### config.mk
export PLATFORM = sky130hd
export DESIGN_NAME = lfsr_rng_arbiter_flat
export DESIGN_NICKNAME = d
export VERILOG_FILES = /design/src/rtl/lfsr_rng_arbiter_if.sv /design/src/rtl/lfsr_rng_arbiter.sv /design/src/flat_wrapper.sv
export SDC_FILE = /design/constraint.sdc
export NUM_CORES = 1
export LEC_CHECK = 0
export ABC_AREA = 1
export ABC_CLOCK_PERIOD_IN_PS = 2100
export CAP_MARGIN = 0
export CORE_ASPECT_RATIO = 0.5
export CORE_MARGIN = 1
export CORE_UTILIZATION = 40
export CTS_BUF_LIST = sky130_fd_sc_hd__clkbuf_8 sky130_fd_sc_hd__clkbuf_16
export DETAILED_ROUTE_END_ITERATION = 8
export DONT_BUFFER_PORTS = 1
export PLACE_DENSITY = 0.5
export REMOVE_ABC_BUFFERS = 1
export SLEW_MARGIN = 5
export SYNTH_ARGS = -nofsm -noshare
export SYNTH_HDL_FRONTEND = slang
export SYNTH_SLANG_ARGS = --single-unit
### constraint.sdc
create_clock -name clk -period 2.1 [get_ports clk]
set_input_delay 0.42 -clock clk [delete_from_list [all_inputs] [get_ports clk]]
set_output_delay 0.42 -clock clk [all_outputs]
set_load 0.01 [all_outputs]
### src/rtl/lfsr_rng_arbiter_if.sv
// Request/grant/data bundle between the random-byte server and its requesters.
// The master side (requesters plus the seed controller) drives req, seed_load and seed.
interface lfsr_rng_arbiter_if #(
  parameter int NREQ = 4
) ();
  logic            seed_load;
  logic [7:0]      seed;
  logic [NREQ-1:0] req;
  logic [NREQ-1:0] gnt;
  logic [7:0]      rdata;
  logic            rvalid;
  logic            busy;

  modport master (
    output seed_load, seed, req,
    input  gnt, rdata, rvalid, busy
  );

  modport slave (
    input  seed_load, seed, req,
    output gnt, rdata, rvalid, busy
  );
endinterface

### src/rtl/lfsr_rng_arbiter.sv
// Round-robin arbitrated server for one 8-bit XNOR LFSR; each grant yields one byte.
// Optional macro LFSR_ARB_FREERUN_EN: the LFSR also steps in IDLE cycles without a seed load.
module lfsr_rng_arbiter #(
  parameter int NREQ  = 4,
  parameter int STEPS = 8
) (
  input  logic               clk,
  input  logic               reset,
  lfsr_rng_arbiter_if.slave  bus
);

  localparam int         PW   = (NREQ > 1) ? $clog2(NREQ) : 1;
  localparam logic [3:0] LAST = 4'(STEPS - 1);

  typedef enum logic [1:0] {
    IDLE,
    SHIFT,
    DELIVER
  } state_t;

  state_t          state_q, state_d;
  logic [7:0]      lfsr_q, lfsr_d;
  logic [3:0]      cnt_q, cnt_d;
  logic [PW-1:0]   ptr_q, ptr_d;
  logic [PW-1:0]   gidx_q, gidx_d;
  logic [NREQ-1:0] gnt_q, gnt_d;
  logic [7:0]      rdata_q, rdata_d;
  logic            rvalid_q, rvalid_d;

  logic            pick_found;
  logic [PW-1:0]   pick_idx;
  logic [PW-1:0]   scan_idx;

  function automatic logic [7:0] lfsr_step(input logic [7:0] v);
    return {v[6:0], ~(v[7] ^ v[3])};
  endfunction

  // Scan upward from ptr with wrap; the first requester found wins.
  always_comb begin
    pick_found = 1'b0;
    pick_idx   = '0;
    scan_idx   = '0;
    for (int unsigned i = 0; i < NREQ; i++) begin
      scan_idx = PW'((32'(ptr_q) + i) % NREQ);
      if (!pick_found && bus.req[scan_idx]) begin
        pick_found = 1'b1;
        pick_idx   = scan_idx;
      end
    end
  end

  always_comb begin
    state_d  = state_q;
    lfsr_d   = lfsr_q;
    cnt_d    = cnt_q;
    ptr_d    = ptr_q;
    gidx_d   = gidx_q;
    gnt_d    = gnt_q;
    rdata_d  = rdata_q;
    rvalid_d = 1'b0;
    case (state_q)
      IDLE: begin
        gnt_d = '0;
        if (bus.seed_load) begin
          lfsr_d = (bus.seed == 8'hFF) ? 8'h00 : bus.seed;
        end else begin
`ifdef LFSR_ARB_FREERUN_EN
          lfsr_d = lfsr_step(lfsr_q);
`endif
          if (pick_found) begin
            gnt_d   = NREQ'(1) << pick_idx;
            gidx_d  = pick_idx;
            cnt_d   = '0;
            state_d = SHIFT;
          end
        end
      end
      SHIFT: begin
        lfsr_d = lfsr_step(lfsr_q);
        cnt_d  = cnt_q + 4'd1;
        // rdata/rvalid are loaded on the last step so they are visible during DELIVER.
        if (cnt_q == LAST) begin
          rdata_d  = lfsr_step(lfsr_q);
          rvalid_d = 1'b1;
          state_d  = DELIVER;
        end
      end
      DELIVER: begin
        ptr_d   = (gidx_q == PW'(NREQ - 1)) ? '0 : gidx_q + 1'b1;
        gnt_d   = '0;
        state_d = IDLE;
      end
      default: begin
        gnt_d   = '0;
        state_d = IDLE;
      end
    endcase
  end

  always_ff @(posedge clk) begin
    if (reset) begin
      state_q  <= IDLE;
      lfsr_q   <= 8'h00;
      cnt_q    <= '0;
      ptr_q    <= '0;
      gidx_q   <= '0;
      gnt_q    <= '0;
      rdata_q  <= 8'h00;
      rvalid_q <= 1'b0;
    end else begin
      state_q  <= state_d;
      lfsr_q   <= lfsr_d;
      cnt_q    <= cnt_d;
      ptr_q    <= ptr_d;
      gidx_q   <= gidx_d;
      gnt_q    <= gnt_d;
      rdata_q  <= rdata_d;
      rvalid_q <= rvalid_d;
    end
  end

  assign bus.gnt    = gnt_q;
  assign bus.rdata  = rdata_q;
  assign bus.rvalid = rvalid_q;
  assign bus.busy   = (state_q != IDLE);

endmodule

### src/flat_wrapper.sv
// flat-port wrapper written by rule: the top's interface ports become plain ports
module lfsr_rng_arbiter_flat 
#(
  parameter int NREQ  = 4,
  parameter int STEPS = 8
)
  (clk, reset, bus_seed_load, bus_seed, bus_req, bus_gnt, bus_rdata, bus_rvalid, bus_busy);
  lfsr_rng_arbiter_if #(.NREQ(NREQ)) bus_i ();
  input  logic clk;
  input  logic reset;
  input wire logic [$bits(bus_i.seed_load)-1:0] bus_seed_load;
  input wire logic [$bits(bus_i.seed)-1:0] bus_seed;
  input wire logic [$bits(bus_i.req)-1:0] bus_req;
  output wire logic [$bits(bus_i.gnt)-1:0] bus_gnt;
  output wire logic [$bits(bus_i.rdata)-1:0] bus_rdata;
  output wire logic [$bits(bus_i.rvalid)-1:0] bus_rvalid;
  output wire logic [$bits(bus_i.busy)-1:0] bus_busy;
  assign bus_i.seed_load = bus_seed_load;
  assign bus_i.seed = bus_seed;
  assign bus_i.req = bus_req;
  assign bus_gnt = bus_i.gnt;
  assign bus_rdata = bus_i.rdata;
  assign bus_rvalid = bus_i.rvalid;
  assign bus_busy = bus_i.busy;
  lfsr_rng_arbiter #(.NREQ(NREQ), .STEPS(STEPS)) u_core (.clk(clk), .reset(reset), .bus(bus_i));
endmodule
==> results of run 1 <==
routing by layer:
metal	wire, um	vias up	global-route usage, %
met4	22	0	5.81
met5	0	-	0
met3	180	2	5.94
met2	1420	29	30.0
li1	-	752	-
met1	1650	632	22.1
power by group:
part / switching [W] / leakage, nW / total (W) / internal [W]
sequential: 0.0000192 / 0.252 / 0.000629 / 0.000610
clock: 0.000227 / 0.0453 / 0.000453 / 0.000227
combinational: 0.0000811 / 0.454 / 0.000127 / 0.0000461
logic make-up (layout without fill, tap and decap cells):
family | count (synthesis) | after routing | share of synthesized area, %
buffers and inverters | 26 | 32 | 6.70
XOR/XNOR | 1 | 1 | 0.558
flip-flops | 31 | 31 | 39.6
AO/OA/AOI/OAI | 27 | 27 | 9.97
AND/OR/NAND/NOR | 144 | 144 | 41.6
adder cells (fa/ha/maj) | 2 | 2 | 1.59
worst paths after layout:
path	end	slack [ps]	cells after the start
worst max-delay path	u_core.bus.gnt[2]	360	13
worst min-delay path	u_core.bus.gnt[1]	200	1
worst max register to register	u_core.bus.gnt[2]	360	13
worst min register to register	u_core.bus.rdata[3]	470	2
worst max-delay path: stages, from the launching register on:
cell,delay (ps)
dfxtp_1,520
inv_2,160
nand2_1,90
nand2_1,80
nand2_2,90
nand2_2,70
nor2_4,110
nand3_2,120
nand2_4,110
inv_2,40
nand2_1,90
nor2_1,50
nor2_1,80
nor2_1,40
cell type report:
| cell class | count | share of cell area (%) |
|---|---|---|
| repair buffers | 2 | 0.878 |
| well taps | 51 | 3.73 |
| inverters | 22 | 4.83 |
| clock buffers | 5 | 4.02 |
| multi-input cells | 174 | 49.3 |
| flip-flops and latches | 31 | 36.3 |
| clock inverters | 3 | 0.951 |
per-stage QoR:
step	cell area, um^2	util, %
floorplan	1550	-
global placement	1630	45.3
detailed placement	1630	45.3
CTS	1710	47.7
global route	1710	47.7
finish	1710	47.7
cells in the mapped netlist, types with 3 or more instances:
| cell | n |
|---|---|
| a21oi_1 | 13 |
| a31oi_1 | 8 |
| clkbuf_1 | 3 |
| dfxtp_1 | 31 |
| inv_1 | 15 |
| inv_2 | 6 |
| nand2_1 | 78 |
| nand2_2 | 8 |
| nand3_1 | 23 |
| nand3_2 | 3 |
| nand4_1 | 3 |
| nor2_1 | 22 |
| nor2_4 | 3 |
| o21ai_0 | 3 |
registers in the layout (all words and copies together), names as in the netlist:
register / cells
u_core.ptr_q: 2
u_core.cnt_q: 4
u_core.bus.gnt: 4
u_core.state_q: 2
u_core.bus.rdata: 8
u_core.lfsr_q: 8
u_core.gidx_q: 2
u_core.bus.rvalid: 1
==> impl.org, run 1 <==
** Outcome
- The run finished with clean final reports.

** Route
- 1st-pass router iterations :: 4
- After the first detailed-routing iteration, the DRC count stood at 27.
- Wires add up to 3.28 mm.
- Per-cell routed wire length :: 11.4 um
- The count of nets left with antenna violations once routing finished came out at 0.
- Routed via count :: 1,415
- DRC Markers :: 0
- In the routed layout, each cell is associated on average with a via count of 4.91.

** Synth
- After synthesis, the share of flip-flops with an asynchronous set or reset is 0%.
- Synthesis-stage register bit count :: 31
- Sequential-to-total area share from yosys stat :: 39.6%
- Count of flip-flops with a built-in enable after synthesis :: 0
- The most used flip-flop cell after synthesis is dfxtp_1.
- Dividing the synthesized area by the synthesized cell count gives 6.79 um^2.
- Number of unique standard cell types used by synthesis :: 23
- For this run, the number of Yosys warnings is 0.
- In the post-synthesis netlist, the biggest area contributors are dfxtp_1, nand2_1, nand3_1.
- Proportion of netlist area held by the largest area contributor :: 39.6%
- After synthesis the cells add up to 1570 um^2.
- Leading area contributor after synthesis :: dfxtp_1
- Number of instances in the synthesized netlist :: 231

** Hold path
- In this run the most critical hold path is launched from reset.
- Path class of the lowest-slack min-delay path :: input port to flip-flop

** Placement
- Post-Place Worst Slack :: 347 ps
- At the end of routability-driven placement, the weighted congestion stood at 0.861.
- Dpl cells :: 280
- The wire-length estimate of the detail-placed layout is 2.51 mm.
- Port buffering added 0 buffers.

** Critical path
- STA puts the critical path data required time at 2280 ps.
- Startpoint type of the worst setup path :: flip-flop
- Worst reg2reg path startpoint :: u_core.ptr_q[0]
- Critical path type :: flip-flop to flip-flop
- STA puts the critical path data arrival time at 1920 ps.
- Of all nets on the critical path, the largest fanout is 11.
- The worst setup path is captured at a flip-flop.
- Critical path startpoint :: u_core.ptr_q[0]

** Timing
- Setup violations remaining at the end of the flow were counted as 0.
- Worst Max-Slew Pin Slew :: 529 ps
- Setup total negative slack on the finished layout was measured at 0 ps.
- In this run the tightest slew margin relative to its limit is 64.6%.
- Crit path setup slack, layout :: 358 ps
- Unrepaired setup endpoints after global routing :: no
- Tmin final :: 1740 ps
- In the finished design, the share of the clock period the worst path needs comes to 83.0%.
- Hold timing on the final database bottoms out at a slack of 200 ps.
- The hold violation count in the final report was 0.
- For this run, the top clock speed supported by timing is 574 MHz.
- The number of max-slew violations in the final report was 0.
- Layout Skew :: 7.77 ps

** Clocking
- No sink is reached through more buffers than the 2 on the longest clock path.
- CTS saw 31 sinks.
- Clock-pin slew was measured on the worst setup and hold paths at 70 ps.
- In this run, post-CTS repair resized a total of 0 instances.
- Counting the buffers created by CTS gives 5.
- TritonCTS built the clock tree.
- Number of hold buffers added after cts :: 0
- The cell sitting at the root of the clock tree is a clkbuf_8.
- H-Tree Depth :: 2
- Post-CTS timing repair inserted 0 buffers for setup.
- Clock latency on the worst-skew pair, taken at its later pin, is 280 ps.

** Final layout
- The final layout contains 253 nets.
- Most frequent standard cell in the layout excluding fill and tap cells :: nand2_1
- The layout has 373 filler cells.
- Inserted Diodes :: 0
- Multi-input combinational cell area :: 843 um^2
- Once layout is complete, the cells apart from fillers number 288.
- The sequential cells in the finished layout cover a total of 621 um^2.
- Compared with the post-synthesis result, the final layout area differs by 9.01%.
- Fraction of layout instances using a drive strength above 1 :: 15.2%
- Commonest cells after routing, fill and taps aside :: nand2_1, dfxtp_1, nand3_1

** Floorplan
- For this design the top-level I/O count stands at 29.
- Die span in y :: 46.3 um
- Rows :: 15
- DIE AREA :: 4190 um^2
- Horizontal extent of the die :: 90.6 um
- Once the floorplan was initialized, standard cells occupied 43.8% of the core.
- After floorplanning, the core was sized to cover 3580 um^2.

** Global routing
- Initial antenna violation count :: 0
- Summed over all layers, the global routing overflow is 0.
- Largest net degree at the start of global routing :: 23
- Global-route wire length before repair :: 5.69 mm
- Vias in the first global route :: 1,273
- Total routing usage reported by global routing :: 17.8%

** Power
- VDD sags by at most 0.000351 V.
- Overall power consumption after layout is estimated at 0.00121 W.
- For this design the static power due to leakage is 0.751 nW.
- Power per Cell Area :: 707 nW/um^2

** Flow run
- Max-cap violation count :: 0
(Power assumes the default switching activity.)
==> inputs of run 2 (changes only) <==
Settings changed: ABC_AREA 1 to 0, ABC_CLOCK_PERIOD_IN_PS 2100 to 1600, PLACE_DENSITY 0.5 to 0.52.
Clock period 2.1 ns to 1.6 ns, I/O delays scaled along.
==> impl.org, run 2 <==
** Timing
- Number of failing setup endpoints in the final timing report :: 0 (unchanged)
- Setup repair after global routing left no endpoint under its margin.
- Achievable frequency :: 682 MHz (+19%)
- Slew Viols, Final :: 0 (unchanged)
- Layout Skew :: 3.18 ps (-4.59 ps)
- Worst Max-Slew Pin Slew :: 467 ps (-61.5 ps)
- Crit path setup slack, layout :: 133 ps (-225 ps)
- Tmin final :: 1470 ps (-275 ps)
- Part of the cycle the worst path needs :: 91.7% (+8.7 points)
- Setup total negative slack :: 0 ps (unchanged)
- The normalized max-slew margin is 68.8% (+4.2 points).
- The hold violation count in the final report is 0 (unchanged).

** Clocking
- Clock buffer depth :: 2 (unchanged)
- The tree is rooted in a clkbuf_8.
- The total number of H-tree levels was 2 (unchanged).
- Number of hold buffers added after cts :: 0 (unchanged)
- The clock insertion delay at the later pin of the skew report is 280 ps (about the same).
- Number of gates given a new drive strength after cts :: 0 (unchanged)
- TritonCTS clock tree :: done
- Post-CTS setup buffer count :: 0 (unchanged)
- Clock Pin Slew Worst Setup and Hold Paths :: 60 ps (about the same)
- The clock sink count came to 31 (unchanged).
- Number of buffers added by the clock tree synthesis step :: 5 (unchanged)

** Critical path
- Data arrival time at the worst-slack endpoint :: 1690 ps (-230 ps)
- The worst setup path is of the flip-flop to flip-flop kind.
- The maximum fanout along the worst path is 11 (unchanged).
- On the critical path, the stage with the largest delay is an instance of or4_1.
- The required arrival time at the worst endpoint was 1820 ps (-460 ps).
- STA classifies the critical path startpoint as a flip-flop.
- Ordered list of cells on the worst path :: nor2_2 > nand2_2 > or4_1 > nand2_1
- Capturing element type of the critical path :: flip-flop
- Critical Path Max Stage Delay :: 500 ps (-20 ps)
- Kind of cell adding the most delay to the critical path :: simple AND/OR/NAND/NOR gates
- Critical path buffers and inverters :: 0 (-2)

** Synth
- Ranked by total cell area, the synthesized netlist is headed by dfxtp_1, nor2_1, mux2i_1.
- The largest total area in the synthesized netlist belongs to dfxtp_1.
- The area of the mapped netlist was 1340 um^2 (-15%).
- Most used standard cells in the synthesized netlist :: dfxtp_1, nor2_1, mux2i_1, a222oi_1, a21oi_1
- The top cell type's share of synthesized area was 46.3% (+6.8 points).
- The count of unique library cells instantiated by Yosys is 40 (+74%).
- Number of instances in the synthesized netlist :: 139 (-40%)
- The area share of fa/ha/maj cells after synthesis is 1.87% (+0.27 points).
- The post-synthesis average cell area is 9.64 um^2 (+42%).
- After synthesis, the largest family of logic cells by area is simple AND/OR/NAND/NOR gates.
- The async set-reset flop share out of synthesis is 0% (unchanged).
- The simple-gate share of the synthesized area was 22.8% (-19 points).
- Synthesis-stage register bit count :: 31 (unchanged)
- Count of flip-flops with a built-in enable after synthesis :: 0 (unchanged)
- The post-synthesis compound-gate area fraction is 17.5% (+7.5 points).
- Xor and xnor area share after synthesis :: 0.654% (+0.095 points)
- The number of warnings issued by yosys is 0 (unchanged).
- Sequential-to-total area share from yosys stat :: 46.3% (+6.8 points)
- Main synth FF type :: dfxtp_1
- The proportion of synthesized area in mux cells is 8.31% (+8.3 points).

** Outcome
- The final reports fail on DRC.
- Outcome :: complete, but fails checks

** Route
- Antenna viol nets, final :: 0 (unchanged)
- DRT iter0 DRCs :: 132 (+390%)
- The number of iterations in the first detailed-routing pass came to 9 (+5).
- Routed via count :: 1,032 (-27%)
- The number of remaining DRC errors was 4 (+4).
- The vias per cell came to 5.64 (+15%).
- The average wire length per cell after detail routing came to 15.1 um (+33%).
- Total wirelength of the detailed-routed design :: 2.76 mm (-16%)

** Floorplan
- The initial standard-cell utilization of the core was 43.2% (-0.55 points).
- Horizontal extent of the die :: 83.9 um (-7.4%)
- The floorplan die height came to 42.9 um (-7.3%).
- The total number of placement rows is 14 (-1).
- Num ports :: 29 (unchanged)
- The area of the die is 3600 um^2 (-14%).
- Core region area :: 3100 um^2 (-14%)

** Global routing
- The remaining global-route overflow came to 0 (unchanged).
- The pin count of the biggest net entering global routing is 34 (+48%).
- Total routing usage reported by global routing :: 17.4% (-0.36 points)
- Initial antenna violation count :: 0 (unchanged)
- The via count of the first global-routing pass is 986 (-23%).
- Global-route wire length before repair :: 4.66 mm (-18%)

** Power
- The leakage dissipation is 0.546 nW (-27%).
- The internal power summed over all cells was 0.00123 W (+40%).
- The clock power share is 41.5% (+4.0 points).
- Switching power share of the total :: 22.5% (-4.6 points)
- Switching power :: 0.000356 W (+9.0%)
- Sequential power share :: 51.7% (-0.3 points)
- Worst ir drop on vdd :: 0.000597 V (+70%)
- The combinational cell fraction of total power is 6.8% (-3.7 points).
- The overall power after layout is 0.00159 W (+31%).
- Power per Cell Area :: 1070 nW/um^2 (+51%)

** Final layout
- Commonest cells after routing, fill and taps aside :: nor2_1, dfxtp_1, mux2i_1
- Area taken by flip-flops and latches :: 621 um^2 (unchanged)
- The net count of the finished layout was 159 (-37%).
- Compared with the post-synthesis result, the final layout area differs by 11.2%.
- The number of antenna diodes is 0 (unchanged).
- The share of post-route cells with drive strength above 1 was 14.0% (-1.2 points).
- The number of fill cells is 302 (-19%).
- Multi-input combinational cell area :: 684 um^2 (-19%)

** Placement
- The global placer's final weighted congestion was 0.749 (-13%).
- The final HPWL from detailed placement was 1.94 mm (-23%).
- Input/output buffers :: 0 (unchanged)
- The worst setup slack after placement is 169 ps (-178 ps).

** Flow run
- The reported max-cap violation count is 0 (unchanged).

** Hold path
- Path class of the lowest-slack min-delay path :: input port to flip-flop
## run 2: cell types whose count changed in the layout (fill, tap and decap cells not counted), moves of 8 or more
cell	previous run	this run
a222oi_1	0	8
inv_1	16	3
mux2i_1	0	10
nand2_1	78	4
nand3_1	23	1
nor2_1	22	31
## run 2: layout make-up
class	count	share of cell area [%]
clock buffer	7	6.47
inverter	2	0.504
clock inverter	1	0.252
sequential	31	41.6
timing repair buffer	2	1.85
multi-input combinational	100	45.9
tap	40	3.36
## run 2: metal layers
layer | up-vias | global-route usage [%] | wire, um
li1 | 517 | - | -
met1 | 481 | 23.2 | 1390
met2 | 29 | 23.8 | 1090
met3 | 5 | 7.39 | 240
met4 | 0 | 9.31 | 43
met5 | - | 0 | 0
## run 2: power groups by stage
stage,Clock [W],Combinational [W],Sequential (W)
final,0.000659,0.000108,0.000821
after global placement,0,0.000107,0.000838
after global routing,0.000717,0.000121,0.000824
after CTS,0.000680,0.000109,0.000821
after floorplan,0,0.0000880,0.000832
after detailed placement,0,0.000108,0.000838
## run 2: per-stage QoR
stage	hold WS (ps)	std cells	utilization (%)	area, um^2
floorplan	389	133	-	1310
finish	103	183	48.1	1490
global placement	394	175	44.8	1390
global route	87.7	183	48.1	1490
detailed placement	397	175	44.8	1390
CTS	95.9	183	48.1	1490
## run 2: final timing paths
kind / cells past startpoint / slack, ps / start / end
min reg2reg: 2 / 460 / u_core.gidx_q[1] / u_core.gidx_q[1]
max reg2reg: 4 / 130 / u_core.state_q[0] / u_core.bus.gnt[2]
min: 1 / 100 / reset / u_core.bus.rdata[0]
max: 4 / 130 / u_core.state_q[0] / u_core.bus.gnt[2]
## run 2: cell families after synthesis
family / Yosys count
simple gates: 58
flops: 31
compound gates: 28
mux: 11
buf+inv: 8
fa+ha+maj: 2
xor+xnor: 1
